### src/rtl/raifes_uart_pkg.sv
// rtl/raifes_uart_pkg.sv - shared constants, register map and FSM state type for raifes_uart
package raifes_uart_pkg;
  localparam int HASTI_ADDR_WIDTH  = 32;
  localparam int HASTI_BUS_WIDTH   = 32;
  localparam int HASTI_SIZE_WIDTH  = 3;
  localparam int HASTI_BURST_WIDTH = 3;
  localparam int HASTI_PROT_WIDTH  = 4;
  localparam int HASTI_TRANS_WIDTH = 2;
  localparam int HASTI_RESP_WIDTH  = 1;

  localparam logic [31:0] UART_BASE   = 32'hC000_0000;
  localparam logic [1:0]  UART_DATA   = 2'd0;
  localparam logic [1:0]  UART_STATUS = 2'd1;
  localparam logic [1:0]  UART_DIV    = 2'd2;

  localparam int ST_TX_FULL    = 0;
  localparam int ST_TX_EMPTY   = 1;
  localparam int ST_TX_BUSY    = 2;
  localparam int ST_RX_VALID   = 3;
  localparam int ST_RX_OVERRUN = 4;
  localparam int ST_TX_DROP    = 5;
  localparam int ST_FRAME_ERR  = 6;

  localparam logic [15:0] UART_MIN_DIV = 16'd3;

  typedef enum logic [1:0] {S_IDLE, S_START, S_DATA, S_STOP} uart_state_e;

  // Very small divisors leave no room for the half-bit RX start check.
  function automatic logic [15:0] clamp_div(input logic [15:0] v);
    return (v < UART_MIN_DIV) ? UART_MIN_DIV : v;
  endfunction
endpackage

### src/rtl/raifes_uart_if.sv
// rtl/raifes_uart_if.sv - AHB-lite slave port bundle for the UART peripheral
interface raifes_uart_if;
  import raifes_uart_pkg::*;
  logic [HASTI_ADDR_WIDTH-1:0]  haddr;
  logic                         hwrite;
  logic [HASTI_SIZE_WIDTH-1:0]  hsize;
  logic [HASTI_BURST_WIDTH-1:0] hburst;
  logic                         hmastlock;
  logic [HASTI_PROT_WIDTH-1:0]  hprot;
  logic [HASTI_TRANS_WIDTH-1:0] htrans;
  logic [HASTI_BUS_WIDTH-1:0]   hwdata;
  logic [HASTI_BUS_WIDTH-1:0]   hrdata;
  logic                         hready;
  logic [HASTI_RESP_WIDTH-1:0]  hresp;

  modport master (output haddr, hwrite, hsize, hburst, hmastlock, hprot, htrans, hwdata,
                  input hrdata, hready, hresp);
  modport slave (input haddr, hwrite, hsize, hburst, hmastlock, hprot, htrans, hwdata,
                 output hrdata, hready, hresp);
endinterface

### src/rtl/raifes_uart_fifo.sv
// rtl/raifes_uart_fifo.sv - 8-bit synchronous FIFO; push is accepted when full if a pop coincides
module raifes_uart_fifo #(
  parameter int DEPTH = 4
) (
  input  logic                       clk,
  input  logic                       reset,
  input  logic                       push_i,
  input  logic [7:0]                 wdata_i,
  input  logic                       pop_i,
  output logic [7:0]                 rdata_o,
  output logic                       full_o,
  output logic                       empty_o,
  output logic [$clog2(DEPTH):0]     count_o
);
  localparam int AW = $clog2(DEPTH);
  localparam int CW = AW + 1;

  logic [7:0]    mem_q [DEPTH];
  logic [AW-1:0] wr_ptr_q, rd_ptr_q;
  logic [CW-1:0] count_q;
  logic          do_push, do_pop;

  assign empty_o = (count_q == '0);
  assign full_o  = (count_q == CW'(DEPTH));
  assign count_o = count_q;
  assign rdata_o = mem_q[rd_ptr_q];
  assign do_pop  = pop_i & ~empty_o;
  assign do_push = push_i & (~full_o | do_pop);

  always_ff @(posedge clk) begin
    if (reset) begin
      wr_ptr_q <= '0;
      rd_ptr_q <= '0;
      count_q  <= '0;
    end else begin
      if (do_push) wr_ptr_q <= wr_ptr_q + AW'(1);
      if (do_pop)  rd_ptr_q <= rd_ptr_q + AW'(1);
      count_q <= count_q + CW'(do_push) - CW'(do_pop);
    end
  end

  always_ff @(posedge clk) begin
    if (do_push) mem_q[wr_ptr_q] <= wdata_i;
  end
endmodule

### src/rtl/raifes_uart.sv
// rtl/raifes_uart.sv - memory-mapped 8N1 UART: TX FIFO, single RX holding register, baud divisor
module raifes_uart
  import raifes_uart_pkg::*;
#(
  parameter logic [31:0] BASE_ADDR   = UART_BASE,
  parameter int          TX_DEPTH    = 4,
  parameter logic [15:0] DEFAULT_DIV = 16'd433
) (
  input  logic          clk,
  input  logic          reset,
  raifes_uart_if.slave  bus,
  output logic          txd,
  input  logic          rxd,
  output logic          irq
);
  localparam int CW = $clog2(TX_DEPTH) + 1;

  logic        dsel_q, dwrite_q;
  logic [1:0]  doff_q;
  logic        sel, wr_data, rd_data, wr_status, wr_div;
  logic [15:0] div_q, div_d;

  logic          fifo_full, fifo_empty, tx_pop;
  logic [7:0]    fifo_head;
  logic [CW-1:0] fifo_count;

  uart_state_e tx_state_q, tx_state_d, rx_state_q, rx_state_d;
  logic [7:0]  tx_shift_q, tx_shift_d, rx_shift_q, rx_shift_d;
  logic [2:0]  tx_bit_q, tx_bit_d, rx_bit_q, rx_bit_d;
  logic [15:0] tx_cnt_q, tx_cnt_d, rx_cnt_q, rx_cnt_d;
  logic        txd_q, txd_d;
  logic        rx_s1_q, rx_s2_q, rx_prev_q;
  logic        rx_deliver, frame_err_set, overrun_set, tx_drop_set;
  logic [7:0]  rx_byte_q, rx_byte_d;
  logic        rx_valid_q, rx_valid_d;
  logic        overrun_q, overrun_d, tx_drop_q, tx_drop_d, frame_err_q, frame_err_d;
  logic        tx_busy;
  logic        unused_ok;

  assign sel       = bus.htrans[1] & ((bus.haddr & 32'hFFFF_FFF0) == BASE_ADDR);
  assign wr_data   = dsel_q & dwrite_q  & (doff_q == UART_DATA);
  assign rd_data   = dsel_q & ~dwrite_q & (doff_q == UART_DATA);
  assign wr_status = dsel_q & dwrite_q  & (doff_q == UART_STATUS);
  assign wr_div    = dsel_q & dwrite_q  & (doff_q == UART_DIV);
  assign unused_ok = ^{bus.hsize, bus.hburst, bus.hmastlock, bus.hprot, bus.htrans[0],
                       bus.hwdata[31:16], fifo_count};

  raifes_uart_fifo #(.DEPTH(TX_DEPTH)) u_tx_fifo (
    .clk     (clk),
    .reset   (reset),
    .push_i  (wr_data),
    .wdata_i (bus.hwdata[7:0]),
    .pop_i   (tx_pop),
    .rdata_o (fifo_head),
    .full_o  (fifo_full),
    .empty_o (fifo_empty),
    .count_o (fifo_count)
  );

  assign tx_drop_set = wr_data & fifo_full & ~tx_pop;
  assign tx_busy     = (tx_state_q != S_IDLE) | ~fifo_empty;
  assign div_d       = wr_div ? clamp_div(bus.hwdata[15:0]) : div_q;

  // The same load path serves IDLE and a back-to-back STOP, so frames abut with no idle bit.
  always_comb begin
    tx_state_d = tx_state_q;
    tx_shift_d = tx_shift_q;
    tx_bit_d   = tx_bit_q;
    tx_cnt_d   = tx_cnt_q;
    txd_d      = txd_q;
    tx_pop     = 1'b0;
    case (tx_state_q)
      S_IDLE, S_STOP: begin
        if (tx_state_q == S_STOP && tx_cnt_q != '0) begin
          tx_cnt_d = tx_cnt_q - 16'd1;
        end else if (!fifo_empty) begin
          tx_pop     = 1'b1;
          tx_shift_d = fifo_head;
          tx_cnt_d   = div_q;
          txd_d      = 1'b0;
          tx_state_d = S_START;
        end else begin
          tx_state_d = S_IDLE;
        end
      end
      S_START, S_DATA: begin
        if (tx_cnt_q != '0) begin
          tx_cnt_d = tx_cnt_q - 16'd1;
        end else begin
          tx_cnt_d = div_q;
          if (tx_state_q == S_DATA && tx_bit_q == 3'd7) begin
            txd_d      = 1'b1;
            tx_state_d = S_STOP;
          end else begin
            txd_d      = tx_shift_q[0];
            tx_shift_d = {1'b0, tx_shift_q[7:1]};
            tx_bit_d   = (tx_state_q == S_START) ? 3'd0 : tx_bit_q + 3'd1;
            tx_state_d = S_DATA;
          end
        end
      end
      default: tx_state_d = S_IDLE;
    endcase
  end

  // RX counter starts at half a bit so that every later sample lands mid-bit.
  always_comb begin
    rx_state_d    = rx_state_q;
    rx_shift_d    = rx_shift_q;
    rx_bit_d      = rx_bit_q;
    rx_cnt_d      = rx_cnt_q;
    rx_deliver    = 1'b0;
    frame_err_set = 1'b0;
    case (rx_state_q)
      S_IDLE: begin
        if (rx_prev_q & ~rx_s2_q) begin
          rx_cnt_d   = {1'b0, div_q[15:1]};
          rx_state_d = S_START;
        end
      end
      S_START: begin
        if (rx_cnt_q != '0) begin
          rx_cnt_d = rx_cnt_q - 16'd1;
        end else if (rx_s2_q) begin
          rx_state_d = S_IDLE;
        end else begin
          rx_cnt_d   = div_q;
          rx_bit_d   = 3'd0;
          rx_state_d = S_DATA;
        end
      end
      S_DATA: begin
        if (rx_cnt_q != '0) begin
          rx_cnt_d = rx_cnt_q - 16'd1;
        end else begin
          rx_shift_d = {rx_s2_q, rx_shift_q[7:1]};
          rx_cnt_d   = div_q;
          if (rx_bit_q == 3'd7) rx_state_d = S_STOP;
          else                  rx_bit_d   = rx_bit_q + 3'd1;
        end
      end
      S_STOP: begin
        if (rx_cnt_q != '0) begin
          rx_cnt_d = rx_cnt_q - 16'd1;
        end else begin
          rx_deliver    = rx_s2_q;
          frame_err_set = ~rx_s2_q;
          rx_state_d    = S_IDLE;
        end
      end
      default: rx_state_d = S_IDLE;
    endcase
  end

  // A DATA read in the delivery cycle frees the holding register for the new byte.
  always_comb begin
    rx_byte_d   = rx_byte_q;
    rx_valid_d  = rx_valid_q;
    overrun_set = 1'b0;
    if (rx_deliver) begin
      if (!rx_valid_q || rd_data) begin
        rx_byte_d  = rx_shift_q;
        rx_valid_d = 1'b1;
      end else begin
        overrun_set = 1'b1;
      end
    end else if (rd_data) begin
      rx_valid_d = 1'b0;
    end
  end

  assign overrun_d   = overrun_set   | (overrun_q   & ~(wr_status & bus.hwdata[ST_RX_OVERRUN]));
  assign tx_drop_d   = tx_drop_set   | (tx_drop_q   & ~(wr_status & bus.hwdata[ST_TX_DROP]));
  assign frame_err_d = frame_err_set | (frame_err_q & ~(wr_status & bus.hwdata[ST_FRAME_ERR]));

  always_ff @(posedge clk) begin
    if (reset) begin
      dsel_q      <= 1'b0;
      dwrite_q    <= 1'b0;
      doff_q      <= 2'd0;
      div_q       <= DEFAULT_DIV;
      tx_state_q  <= S_IDLE;
      tx_shift_q  <= '0;
      tx_bit_q    <= '0;
      tx_cnt_q    <= '0;
      txd_q       <= 1'b1;
      rx_state_q  <= S_IDLE;
      rx_shift_q  <= '0;
      rx_bit_q    <= '0;
      rx_cnt_q    <= '0;
      rx_s1_q     <= 1'b1;
      rx_s2_q     <= 1'b1;
      rx_prev_q   <= 1'b1;
      rx_byte_q   <= '0;
      rx_valid_q  <= 1'b0;
      overrun_q   <= 1'b0;
      tx_drop_q   <= 1'b0;
      frame_err_q <= 1'b0;
    end else begin
      dsel_q      <= sel;
      dwrite_q    <= bus.hwrite;
      doff_q      <= bus.haddr[3:2];
      div_q       <= div_d;
      tx_state_q  <= tx_state_d;
      tx_shift_q  <= tx_shift_d;
      tx_bit_q    <= tx_bit_d;
      tx_cnt_q    <= tx_cnt_d;
      txd_q       <= txd_d;
      rx_state_q  <= rx_state_d;
      rx_shift_q  <= rx_shift_d;
      rx_bit_q    <= rx_bit_d;
      rx_cnt_q    <= rx_cnt_d;
      rx_s1_q     <= rxd;
      rx_s2_q     <= rx_s1_q;
      rx_prev_q   <= rx_s2_q;
      rx_byte_q   <= rx_byte_d;
      rx_valid_q  <= rx_valid_d;
      overrun_q   <= overrun_d;
      tx_drop_q   <= tx_drop_d;
      frame_err_q <= frame_err_d;
    end
  end

  always_comb begin
    bus.hrdata = '0;
    if (dsel_q && !dwrite_q) begin
      case (doff_q)
        UART_DATA:   bus.hrdata = {24'b0, rx_byte_q};
        UART_STATUS: bus.hrdata = {25'b0, frame_err_q, tx_drop_q, overrun_q, rx_valid_q,
                                   tx_busy, fifo_empty, fifo_full};
        UART_DIV:    bus.hrdata = {16'b0, div_q};
        default:     bus.hrdata = '0;
      endcase
    end
  end

  assign bus.hready = 1'b1;
  assign bus.hresp  = '0;
  assign txd        = txd_q;
  assign irq        = rx_valid_q;
endmodule

### src/flat_wrapper.sv
// flat-port wrapper written by rule: the top's interface ports become plain ports
module raifes_uart_flat import raifes_uart_pkg::*;
#(
  parameter logic [31:0] BASE_ADDR   = UART_BASE,
  parameter int          TX_DEPTH    = 4,
  parameter logic [15:0] DEFAULT_DIV = 16'd433
)
  (clk, reset, txd, rxd, irq, bus_haddr, bus_hwrite, bus_hsize, bus_hburst, bus_hmastlock, bus_hprot, bus_htrans, bus_hwdata, bus_hrdata, bus_hready, bus_hresp);
  raifes_uart_if bus_i ();
  input  logic clk;
  input  logic reset;
  output logic txd;
  input  logic rxd;
  output logic irq;
  input wire logic [$bits(bus_i.haddr)-1:0] bus_haddr;
  input wire logic [$bits(bus_i.hwrite)-1:0] bus_hwrite;
  input wire logic [$bits(bus_i.hsize)-1:0] bus_hsize;
  input wire logic [$bits(bus_i.hburst)-1:0] bus_hburst;
  input wire logic [$bits(bus_i.hmastlock)-1:0] bus_hmastlock;
  input wire logic [$bits(bus_i.hprot)-1:0] bus_hprot;
  input wire logic [$bits(bus_i.htrans)-1:0] bus_htrans;
  input wire logic [$bits(bus_i.hwdata)-1:0] bus_hwdata;
  output wire logic [$bits(bus_i.hrdata)-1:0] bus_hrdata;
  output wire logic [$bits(bus_i.hready)-1:0] bus_hready;
  output wire logic [$bits(bus_i.hresp)-1:0] bus_hresp;
  assign bus_i.haddr = bus_haddr;
  assign bus_i.hwrite = bus_hwrite;
  assign bus_i.hsize = bus_hsize;
  assign bus_i.hburst = bus_hburst;
  assign bus_i.hmastlock = bus_hmastlock;
  assign bus_i.hprot = bus_hprot;
  assign bus_i.htrans = bus_htrans;
  assign bus_i.hwdata = bus_hwdata;
  assign bus_hrdata = bus_i.hrdata;
  assign bus_hready = bus_i.hready;
  assign bus_hresp = bus_i.hresp;
  raifes_uart #(.BASE_ADDR(BASE_ADDR), .TX_DEPTH(TX_DEPTH), .DEFAULT_DIV(DEFAULT_DIV)) u_core (.clk(clk), .reset(reset), .bus(bus_i), .txd(txd), .rxd(rxd), .irq(irq));
endmodule
### config.mk
export PLATFORM = sky130hd
export DESIGN_NAME = raifes_uart_flat
export DESIGN_NICKNAME = d
export VERILOG_FILES = /design/src/rtl/raifes_uart_pkg.sv /design/src/rtl/raifes_uart_if.sv /design/src/rtl/raifes_uart_fifo.sv /design/src/rtl/raifes_uart.sv /design/src/flat_wrapper.sv
export SDC_FILE = /design/constraint.sdc
export NUM_CORES = 1
export LEC_CHECK = 0
export BUFFER_PORTS_ARGS = -buffer_cell sky130_fd_sc_hd__buf_4
export CORE_AREA = 10 10 133 135
export DETAILED_ROUTE_END_ITERATION = 12
export DIE_AREA = 0 0 143 145
export PLACE_DENSITY = 0.69
export SYNTH_ARGS = -nofsm -noshare
export SYNTH_HDL_FRONTEND = slang
export SYNTH_SLANG_ARGS = --single-unit
export TNS_END_PERCENT = 5
### constraint.sdc
create_clock -name clk -period 6.1 [get_ports clk]
set_clock_uncertainty 0.15 [all_clocks]
set_input_delay 0.915 -clock clk [delete_from_list [all_inputs] [get_ports clk]]
set_output_delay 0.915 -clock clk [all_outputs]
set_load 0.02 [all_outputs]
[After elaboration in Yosys (flattened, before gate mapping)]
Memories as Yosys holds them, arrays and structs flattened. A register that Yosys moved wholly into a read port is not among the register bits.
Cells that the tools add are included.
Word-level totals
  register bits after elaboration: 101
  bits in writable memories: 32
  input port bits: 81
  output and inout bits: 36
  logic and storage cells: 179
  memories: 1
Memories
  u_core.u_tx_fifo.mem_q: depth 4, width 8, rd ports 1, clocked after memory_dff 1, wr ports 1, line raifes_uart_fifo.sv:18  | logic [7:0] mem_q [DEPTH];
Cells by class
  $add $sub $neg: 8
  order comparisons: 1
  equality and inequality tests: 27
  mux-type cells: 57
  bitwise operators: 34
  reductions and logical operators: 27
Operators by type and width (count)
  $mux 16: 10
  $pmux 16 s4: 1
  $pmux 16 s3: 1
  $mux 8: 4
  $pmux 16 s2: 1
  $reduce_bool 16->1: 2
  $sub 16x1->16 const B: 2
  $eq 28x28->1 const B: 1
  $mux 1: 20
  $mux 2: 10
  $ne 2x2->1 const B: 10
  $and 1x1->1: 18
  $lt 16x2->1 const B: 1
  $pmux 8 s2: 1
  $mux 3: 5
  $not 1->1: 11
  $eq 2x2->1 const B: 5
  $reduce_and 5->1: 2
  $eq 3x3->1 const B: 3
  $reduce_and 3->1: 3
  $pmux 2 s4: 1
  $reduce_and 2->1: 4
  $add 3x1->3 const B: 2
  $eq 2x1->1 const B: 3
  other kinds (17): 33

[Depth between registers and ports, before layout]
Gate-level depths: netlist of the first run.
  depth after elaboration: 9
  depth in mapped cells: 14
  gate-level depth less buffers: 13

[Cells and area by module]
Synthesis of the first run repeated with hierarchy kept, for this count alone.
Second synthesis, totals
  cell total of the unflattened synthesis: 771
  area total of the unflattened synthesis: 7144.4 um^2
By module, submodules not included
  raifes_uart: instances 1, cells each 681, area an instance 5522.8 um^2, seq. area each 1881.8 um^2
  raifes_uart_fifo: instances 1, cells each 90, area an instance 1621.6 um^2, seq. area each 1141.1 um^2

[Worst setup path before layout of the first run]
No wires, ideal clock.
  kind: reg2reg
  start: register u_core.tx_cnt_q[8]
  end: register u_core.u_tx_fifo.count_q[2] (netlist: u_core.u_tx_fifo.count_o[2])
  library setup time: 0.128 ns
  arrival time: 2.846 ns
  required time: 5.822 ns
  slack: 2.976 ns
  cell stages (with the launch flop): 12
  buffers on the path: 0
  period minus slack after synthesis: 3.124 ns
  cell sequence: dfxtp_1 nor4_1 nand4b_1 o311ai_0 nand3_1 o21ai_0 ha_1 inv_1 fa_1 xor2_1 xnor2_1 nor2_1
Between the ends
  word-level cells in the longest chain between the ends: 9
Ends and longest elaborated chain
  start, declared: line raifes_uart.sv:30  | logic [15:0] tx_cnt_q, tx_cnt_d, rx_cnt_q, rx_cnt_d;
  start signal, assigned: line raifes_uart.sv:207  | tx_cnt_q <= tx_cnt_d;
  $reduce_bool 16->1 (*): line raifes_uart.sv:74  | if (tx_state_q == S_STOP && tx_cnt_q != '0) begin
  $logic_and 1x1->1 (*): line raifes_uart.sv:74
  $mux 1 (*): line raifes_uart.sv:74
  $mux 1 (*): line raifes_uart.sv:72  | case (tx_state_q)
  $and 1x1->1 (*): line raifes_uart_fifo.sv:27  | assign do_pop = pop_i & ~empty_o;
  $or 1x1->1: line raifes_uart_fifo.sv:28  | assign do_push = push_i & (~full_o | do_pop);
  $and 1x1->1: line raifes_uart_fifo.sv:28
  $add 3x1->3: line raifes_uart_fifo.sv:38  | count_q <= count_q + CW'(do_push) - CW'(do_pop);
  $sub 3x1->3 (*): line raifes_uart_fifo.sv:38
  end signal, assigned: line raifes_uart_fifo.sv:38
  end, declared: line raifes_uart_fifo.sv:20  | logic [CW-1:0] count_q;
Mark *: on every way between the ends. The rest lies on a longest branch, timed or not.
A chain may end at the register's enable or synchronous reset.

[Worst setup path in the final report of the first run]
Ends and elaborated chain as after synthesis.

==> impl_metrics.csv, run 1 <==
group,metric,value,unit
floorplanning,floorplan.die_area,20740,µm²
critical_path,timing.critical_path.buf_inv,1,
routing,routed-via-count,5944,
floorplanning,floorplan.initialDensity,0.4604,
floorplanning,fp-row-count,45,
layout,area_delta_synth_final,16.50,%
sta,hold_violations,0,
critical_path,reg2reg_to,"u_core.u_tx_fifo.count_o[2]$_SDFF_PP0_",
worst_hold_path,min_from,"u_core.rx_s1_q$_SDFF_PP1_",
critical_path,cpLargestDelayFamily,"compound AO/OA/AOI/OAI gates",
routing,detailedRoute.firstIterationViolations,626,
sta,fin_tns_setup,0,ns
critical_path,critical_path.max_fanout,7,
routing,drt_drc_violations_left,0,
pwr,max_vdd_drop,0.0002450,V
place,portBuffers,68,
layout,most_frequent_standard_cell_in_the_layout_excluding_fill_and_tap_cells,"sky130_fd_sc_hd__dfxtp_1",
synth,synth_sequential_area_ratio,0.4367,
synth,synth_async_sr_flop_share,0,
routing,finalWirelength,17900,µm
global_routing,vias_in_the_first_global_route,5761,
routing,wl_per_cell,17.63,µm
floorplanning,die_h,145,µm
clocking,clock_latency,0.42,ns
synth,synth_area,6922,µm²
clocking,clock_tree_root_buffer_cell,"sky130_fd_sc_hd__clkbuf_16",
synth,syn-instance-count,769,
clocking,cts_tree,"built",
critical_path,timing.critical_path.from_type,"flip-flop",
clocking,cts_inserted_buffers,17,
sta,fmax,253.4,MHz
critical_path,reg2regPathDepth,11,
sta,rsz0062_at_grt,"no",
place,gp_congestion,0.8725,
global_routing,grt_util_all_layers,0.1740,
synth,synth_area_per_cell,9.001,µm²
layout,number_of_cells_in_the_finished_layout_apart_from_fillers,1015,
critical_path,crit_required,6.24,ns
worst_hold_path,holdPathStages,1,
layout,drive_gt1_frac,0.1511,
sta,setup_viol_count_final,0,
synth,ys_warns,0,
run_status,outcome,"finished clean",
floorplanning,io_pins,117,
synth,synth_register_bits,135,
sta,final.period_utilization,0.6470,
place,dpl.cell_count,983,
global_routing,globalRoute.totalOverflow,0,
clocking,tritoncts_num_sinks,135,
sta,worst_slew_pin_slew,1.242,ns
job,cap_violations,0,
critical_path,cp_num_cells,11,
worst_hold_path,hold-path-endpoint,"u_core.rx_s2_q$_SDFF_PP1_",
global_routing,grt_antenna_before_repair,0,
critical_path,worstReg2RegStart,"u_core.tx_cnt_q[8]$_SDFFE_PP0P_",
layout,final_net_count,917,
routing,drtPass1Iterations,7,
routing,post_drt_via_cell_ratio,5.856,
global_routing,grt_first_pass_wirelength,29460,µm
layout,n_antenna_cell,0,
clocking,htree_num_levels,4,
pwr,p_leak,3.053,nW
clocking,post_cts_buffers,0,
worst_hold_path,worstHoldPathType,"flip-flop to flip-flop",
critical_path,worstSetupEndpointType,"flip-flop",
pwr,power_per_cell_area,419.5,nW/µm²
floorplanning,die_width,143,µm
sta,timing.final.crit_period,3.947,ns
floorplanning,fp.coreArea,15030,µm²
clocking,cts-hold-fix-buffers,0,
sta,finalMaxSlewViolations,0,
sta,timing.slew.headroom,0.1691,
synth,yosys.cell_types.count,70,
critical_path,cp_slowest_cell,"sky130_fd_sc_hd__o311ai_0",
routing,ant_nets,0,
layout,commonest_cells_after_routing_fill_and_taps_aside,"sky130_fd_sc_hd__dfxtp_1 (103), sky130_fd_sc_hd__nand2_1 (85), sky130_fd_sc_hd__buf_4 (73)",
critical_path,slowest_delay,1.09,ns
critical_path,cp_data_arrival_time,4.08,ns
clocking,clk_path_buf_depth,2,
synth,postSynth.topFlopCell,"sky130_fd_sc_hd__dfxtp_1",
global_routing,grt_start_max_net_pins,75,
critical_path,timing.critical_path.cells,"nor4_1 -> nand4b_1 -> o311ai_0 -> nand3_1 -> o21ai_0 -> ha_1 -> inv_1 -> fa_1 -> xor2_1 -> xnor2_1 -> nor2_1",
synth,synth_edf_count,32,
clocking,cts_resized,0,
critical_path,timing_worst_setup_path_type,"flip-flop to flip-flop",
place,hpwl,12560,µm
critical_path,ff2ff_setup_slack,2.15,ns
clocking,clkSlewWorstSetupHoldPaths,0.06,ns
==> registers in the layout, summed over array words and instances (netlist names), 3 cells and up, named ones only <==
name / count
u_core.rx_byte_q: 8
u_core.rx_bit_q: 3
u_core.tx_bit_q: 3
u_core.u_tx_fifo.mem_q: 32
u_core.tx_cnt_q: 16
u_core.u_tx_fifo.count_o: 3
u_core.rx_shift_q: 8
u_core.rx_cnt_q: 16
u_core.tx_shift_q: 8
u_core.div_q: 16
==> cells in the mapped netlist (4+ instances only) <==
library cell                 n  area [µm²]
sky130_fd_sc_hd__a211oi_1    6       45.04
sky130_fd_sc_hd__a21oi_1    58       290.3
sky130_fd_sc_hd__a221oi_1    7       61.31
sky130_fd_sc_hd__a22oi_1     4       30.03
sky130_fd_sc_hd__a311oi_1   10       87.58
sky130_fd_sc_hd__a31oi_1     7       43.79
sky130_fd_sc_hd__a32o_1      4       40.04
sky130_fd_sc_hd__and2_1      8       50.05
sky130_fd_sc_hd__and3_1      5       31.28
sky130_fd_sc_hd__buf_2       5       25.02
sky130_fd_sc_hd__buf_4      18       135.1
sky130_fd_sc_hd__clkbuf_1   37       138.9
sky130_fd_sc_hd__dfxtp_1   103        2062
sky130_fd_sc_hd__edfxtp_1   32       960.9
sky130_fd_sc_hd__ha_1       21       262.8
sky130_fd_sc_hd__inv_1      29       108.9
sky130_fd_sc_hd__mux2i_1    25       250.2
sky130_fd_sc_hd__mux4_2      8       180.2
sky130_fd_sc_hd__nand2_1    85       319.1
sky130_fd_sc_hd__nand2b_1   12       75.07
sky130_fd_sc_hd__nand3_1    34       170.2
sky130_fd_sc_hd__nand4_1     9       56.30
sky130_fd_sc_hd__nor2_1     52       195.2
sky130_fd_sc_hd__nor2b_1     8       50.05
sky130_fd_sc_hd__nor3_1     28       140.1
sky130_fd_sc_hd__nor4_1     20       125.1
sky130_fd_sc_hd__o211ai_1    4       30.03
sky130_fd_sc_hd__o21a_1      4       30.03
sky130_fd_sc_hd__o21ai_0    24       120.1
sky130_fd_sc_hd__o31ai_1    10       75.07
sky130_fd_sc_hd__o32ai_1     6       52.55
sky130_fd_sc_hd__or2_2       4       25.02
sky130_fd_sc_hd__or3_1      12       75.07
sky130_fd_sc_hd__or4_1       8       60.06
sky130_fd_sc_hd__xor2_1      7       61.31
==> logic make-up after synthesis <==
logic type	synth area share
compound gates	0.1647
xor+xnor	0.01139
buf+inv	0.06110
simple gates	0.2220
other cells	0.001085
flops	0.4367
fa+ha+maj	0.04085
mux	0.06218
==> worst max path at each step <==
stage | startpoint | end | slack (ns)
floorplan | u_core.tx_cnt_q[8]$_SDFFE_PP0P_ | u_core.u_tx_fifo.count_o[2]$_SDFF_PP0_ | 2.98
global placement | u_core.tx_cnt_q[6]$_SDFFE_PP0P_ | u_core.u_tx_fifo.count_o[2]$_SDFF_PP0_ | 2.35
detailed placement | u_core.tx_cnt_q[6]$_SDFFE_PP0P_ | u_core.u_tx_fifo.count_o[2]$_SDFF_PP0_ | 2.26
CTS | u_core.tx_cnt_q[6]$_SDFFE_PP0P_ | u_core.u_tx_fifo.count_o[2]$_SDFF_PP0_ | 2.25
global route | u_core.tx_cnt_q[6]$_SDFFE_PP0P_ | u_core.u_tx_fifo.count_o[2]$_SDFF_PP0_ | 1.69
finish | u_core.tx_cnt_q[8]$_SDFFE_PP0P_ | u_core.u_tx_fifo.count_o[2]$_SDFF_PP0_ | 2.15
==> cell type report <==
cell class / instances / area [µm²]
clock buffer: 17 / 425.4
inverter: 30 / 112.6
fill: 1349 / 6969
clock inverter: 15 / 183.9
sequential: 135 / 3023
multi-input combinational: 557 / 3536
tap: 188 / 235.2
timing repair buffer: 73 / 548.0
==> report_power, final <==
group	leakage [nW]	total (mW)	switching (mW)	internal, mW
Clock	0.295	1.04	0.449	0.588
Sequential	1.13	1.14	0.122	1.01
Combinational	1.63	1.21	0.747	0.461
==> stage by stage <==
| stage | total power, mW | util | area (µm²) | worst slack [ns] | hold slack, ns |
|---|---|---|---|---|---|
| 2_1_floorplan | 2.074 | - | 6982 | 2.976 | 0.2395 |
| 3_3_place_gp | 2.332 | 0.4959 | 7455 | 2.347 | 0.2430 |
| 3_5_place_dp | 2.339 | 0.4959 | 7455 | 2.259 | 0.2478 |
| 4_1_cts | 3.384 | 0.5364 | 8064 | 2.252 | 0.2621 |
| 5_1_grt | 3.609 | 0.5364 | 8064 | 1.690 | 0.2728 |
| 6_report | 3.383 | 0.5364 | 8064 | 2.153 | 0.2595 |
==> per-layer routing <==
| layer | global-route usage | up-vias | routed length (µm) |
|---|---|---|---|
| met2 | 0.2749 | 205 | 8520 |
| met4 | 0.04954 | 0 | 235 |
| met3 | 0.05117 | 19 | 1219 |
| met1 | 0.2245 | 2828 | 7922 |
| li1 | - | 2892 | - |
| met5 | 0 | - | 0 |
(Power assumes the default switching activity.)
==> run 2, diff against run 1 <==
- ABC_AREA: unset -> 1
- CORE_AREA: 10 10 133 135 -> 10 10 137 139
- DIE_AREA: 0 0 143 145 -> 0 0 147 149
- PLACE_DENSITY: 0.69 -> 0.68
- clock period: 6.1 -> 4.1 ns (I/O delays scaled with it)
==> impl_metrics.csv, run 2 <==
group,metric,value,unit
critical_path,critPathLaunch,"u_core.tx_cnt_q[0]$_SDFFE_PP0P_",
global_routing,grt_antenna_before_repair,0,
layout,area_delta_synth_final,15.35,%
critical_path,timing_worst_setup_path_type,"flip-flop to flip-flop",
layout,most_frequent_standard_cell_in_the_layout_excluding_fill_and_tap_cells,"sky130_fd_sc_hd__nand2_1",
floorplanning,floorplan.die_area,21900,µm²
synth,synth_async_sr_flop_share,0,
routing,post_drt_via_cell_ratio,4.958,
clocking,cts-hold-fix-buffers,0,
synth,postSynth.topFlopCell,"sky130_fd_sc_hd__dfxtp_1",
job,cap_violations,0,
sta,fin_tns_setup,0,ns
critical_path,cp_num_cells,15,
clocking,cts_resized,0,
clocking,post_cts_buffers,0,
critical_path,crit_top_cell,"sky130_fd_sc_hd__inv_1",
layout,n_fill_cell,1586,
sta,final.period_utilization,0.6803,
run_status,outcome,"finished clean",
floorplanning,die_h,149,µm
global_routing,grt_util_all_layers,0.1665,
synth,synth_sequential_area_ratio,0.4098,
critical_path,crit_path_end,"u_core.u_tx_fifo.count_o[2]$_SDFF_PP0_",
layout,largest-register,"u_core.u_tx_fifo.mem_q",
worst_hold_path,worstHoldPathType,"input pin to flip-flop",
critical_path,cp_slowest_cell,"sky130_fd_sc_hd__fa_1",
sta,worst_slew_pin_slew,0.8253,ns
routing,detailedRoute.firstIterationViolations,539,
sta,hold_violations,0,
critical_path,worstSetupEndpointType,"flip-flop",
routing,ant_nets,0,
critical_path,cpLargestDelayFamily,"simple AND/OR/NAND/NOR gates",
global_routing,vias_in_the_first_global_route,5983,
layout,n_antenna_cell,0,
critical_path,reg2regPathDepth,15,
sta,fmax,358.5,MHz
synth,synth_area_per_cell,7.238,µm²
place,hpwl,13340,µm
synth,synth_edf_count,32,
floorplanning,fp-row-count,47,
layout,final_net_count,1175,
critical_path,critical_path.max_fanout,7,
clocking,clkSlewWorstSetupHoldPaths,0.06,ns
critical_path,reg2reg_to,"u_core.u_tx_fifo.count_o[2]$_SDFF_PP0_",
layout,drive_gt1_frac,0.1272,
synth,post-synth-top-count-cell,"sky130_fd_sc_hd__nand2_1",
synth,synth_area_leader,"sky130_fd_sc_hd__dfxtp_1",
routing,wl_per_cell,14.18,µm
pwr,max_vdd_drop,0.0003621,V
synth,synth.top_cells.by_area,"sky130_fd_sc_hd__dfxtp_1 (28%), sky130_fd_sc_hd__edfxtp_1 (13%), sky130_fd_sc_hd__nand2_1 (12%), sky130_fd_sc_hd__nor2_1 (7.8%), sky130_fd_sc_hd__inv_1 (5.9%)",
clocking,htree_num_levels,4,
critical_path,timing.critical_path.cells,"inv_1 -> ha_1 -> nand3_2 -> nor2_1 -> nand2_1 -> nand2_2 -> nand2_1 -> nor2_4 -> inv_1 -> xor2_1 -> ha_1 -> inv_1 -> fa_1 -> o21ai_0 -> a21oi_1",
synth,synth_register_bits,135,
critical_path,crit_required,4.26,ns
clocking,clock_tree_root_buffer_cell,"sky130_fd_sc_hd__clkbuf_16",
layout,largest_register_ffs,32,
floorplanning,io_pins,117,
place,portBuffers,68,
clocking,cts_tree,"built",
synth,syn-instance-count,1019,
pwr,power_per_cell_area,632.9,nW/µm²
synth,synth_area,7376,µm²
sta,timing.final.crit_period,2.789,ns
pwr,post-layout-total-power,5.385,mW
clocking,clk_path_buf_depth,2,
synth,ys_warns,0,
sta,rsz0062_at_grt,"no",
sta,whs,0.2216,ns
critical_path,ff2ff_setup_slack,1.31,ns
routing,finalWirelength,18500,µm
floorplanning,fp.coreArea,16170,µm²
global_routing,grt_first_pass_wirelength,29620,µm
sta,timing.slew.headroom,0.4497,
sta,finalMaxSlewViolations,0,
global_routing,globalRoute.totalOverflow,0,
sta,setup_viol_count_final,0,
synth,yosys.cell_types.count,48,
layout,commonest_cells_after_routing_fill_and_taps_aside,"sky130_fd_sc_hd__nand2_1 (226), sky130_fd_sc_hd__nor2_1 (154), sky130_fd_sc_hd__inv_1 (115)",
critical_path,worstReg2RegStart,"u_core.tx_cnt_q[0]$_SDFFE_PP0P_",
synth,post_synth_most_frequent_cells,"sky130_fd_sc_hd__nand2_1 (226), sky130_fd_sc_hd__nor2_1 (154), sky130_fd_sc_hd__inv_1 (115)",
critical_path,timing.critical_path.from_type,"flip-flop",
routing,routed-via-count,6470,
routing,drtPass1Iterations,5,
synth,synth.top_cell.area_share,0.2796,
critical_path,cp_data_arrival_time,2.95,ns
floorplanning,die_width,147,µm
clocking,tritoncts_num_sinks,135,
place,gp_congestion,0.8986,
pwr,p_leak,3.753,nW
critical_path,slowest_delay,0.37,ns
clocking,cts_inserted_buffers,17,
critical_path,timing.critical_path.buf_inv,3,
floorplanning,floorplan.initialDensity,0.4561,
global_routing,grt_start_max_net_pins,56,
clocking,clock_latency,0.43,ns
routing,drt_drc_violations_left,0,
-- run 2: cell types whose count changed in the layout (fill, tap and decap cells not counted), sizes merged, moves of 15 or more --
cell,delta
nand2,+148
nor2,+111
inv,+91
o21ai,+55
mux2i,-25
a21oi,+21
nor4,-16
nand3,+15
nor3,-15
-- run 2: metrics by stage --
step / util / cell area (µm²) / worst slack (ns) / cells
after floorplan: - / 7436 / 1.547 / 1035
final: 0.5261 / 8508 / 1.311 / 1305
after CTS: 0.5261 / 8508 / 1.310 / 1305
after global placement: 0.4905 / 7933 / 1.366 / 1273
after global routing: 0.5261 / 8508 / 1.074 / 1305
after detailed placement: 0.4905 / 7933 / 1.333 / 1273
-- run 2: worst min path at each step --
stage	slack [ns]	from	cells past startpoint	end
floorplan	0.24	u_core.rx_s1_q$_SDFF_PP1_	1	u_core.rx_s2_q$_SDFF_PP1_
global placement	0.25	u_core.rx_s1_q$_SDFF_PP1_	1	u_core.rx_s2_q$_SDFF_PP1_
detailed placement	0.26	u_core.rx_s1_q$_SDFF_PP1_	1	u_core.rx_s2_q$_SDFF_PP1_
CTS	0.21	rxd	2	u_core.rx_s1_q$_SDFF_PP1_
global route	0.21	rxd	2	u_core.rx_s1_q$_SDFF_PP1_
finish	0.22	rxd	2	u_core.rx_s1_q$_SDFF_PP1_
-- run 2: per-layer routing --
metal,track usage,vias to the layer above,share of wire
met5,0,-,0
li1,-,3374,-
met2,0.2806,146,0.49
met1,0.2070,2928,0.45
met4,0.05996,0,0.016
met3,0.03428,22,0.044
-- run 2: cell type report --
| class | instances | area, µm² | share of cell area |
|---|---|---|---|
| Clock buffer | 19 | 442.9 | 0.05206 |
| Clock inverter | 13 | 132.6 | 0.01559 |
| Inverter | 123 | 466.7 | 0.05485 |
| Multi-Input combinational cell | 725 | 3642 | 0.4281 |
| Sequential cell | 135 | 3023 | 0.3553 |
| Tap cell | 220 | 275.3 | 0.03235 |
| Timing Repair Buffer | 70 | 525.5 | 0.06176 |
-- run 2: cells by family after synthesis --
family | synth area share
AOI/OAI and AO/OA | 0.1420
other | 0.001018
and+or+nand+nor | 0.2853
xor gates and xnor gates | 0.01900
adders and majority gates | 0.03834
buffers and inverters | 0.1045
DFF | 0.4098
-- run 2: worst reg2reg max path, stage by stage, from the launching register on --
cell and delay [ns]:
sky130_fd_sc_hd__dfxtp_1 0.32, sky130_fd_sc_hd__inv_1 0.10, sky130_fd_sc_hd__ha_1 0.22, sky130_fd_sc_hd__nand3_2 0.13
sky130_fd_sc_hd__nor2_1 0.12, sky130_fd_sc_hd__nand2_1 0.13, sky130_fd_sc_hd__nand2_2 0.13, sky130_fd_sc_hd__nand2_1 0.14
sky130_fd_sc_hd__nor2_4 0.17, sky130_fd_sc_hd__inv_1 0.09, sky130_fd_sc_hd__xor2_1 0.16, sky130_fd_sc_hd__ha_1 0.17
sky130_fd_sc_hd__inv_1 0.05, sky130_fd_sc_hd__fa_1 0.37, sky130_fd_sc_hd__o21ai_0 0.18, sky130_fd_sc_hd__a21oi_1 0.05
-- run 2: where the power goes --
part	switching [mW]	internal, mW	total, mW
logic	1.44	0.742	2.18
registers	0.167	1.54	1.70
clock network	0.633	0.869	1.50
total	2.24	3.15	5.38
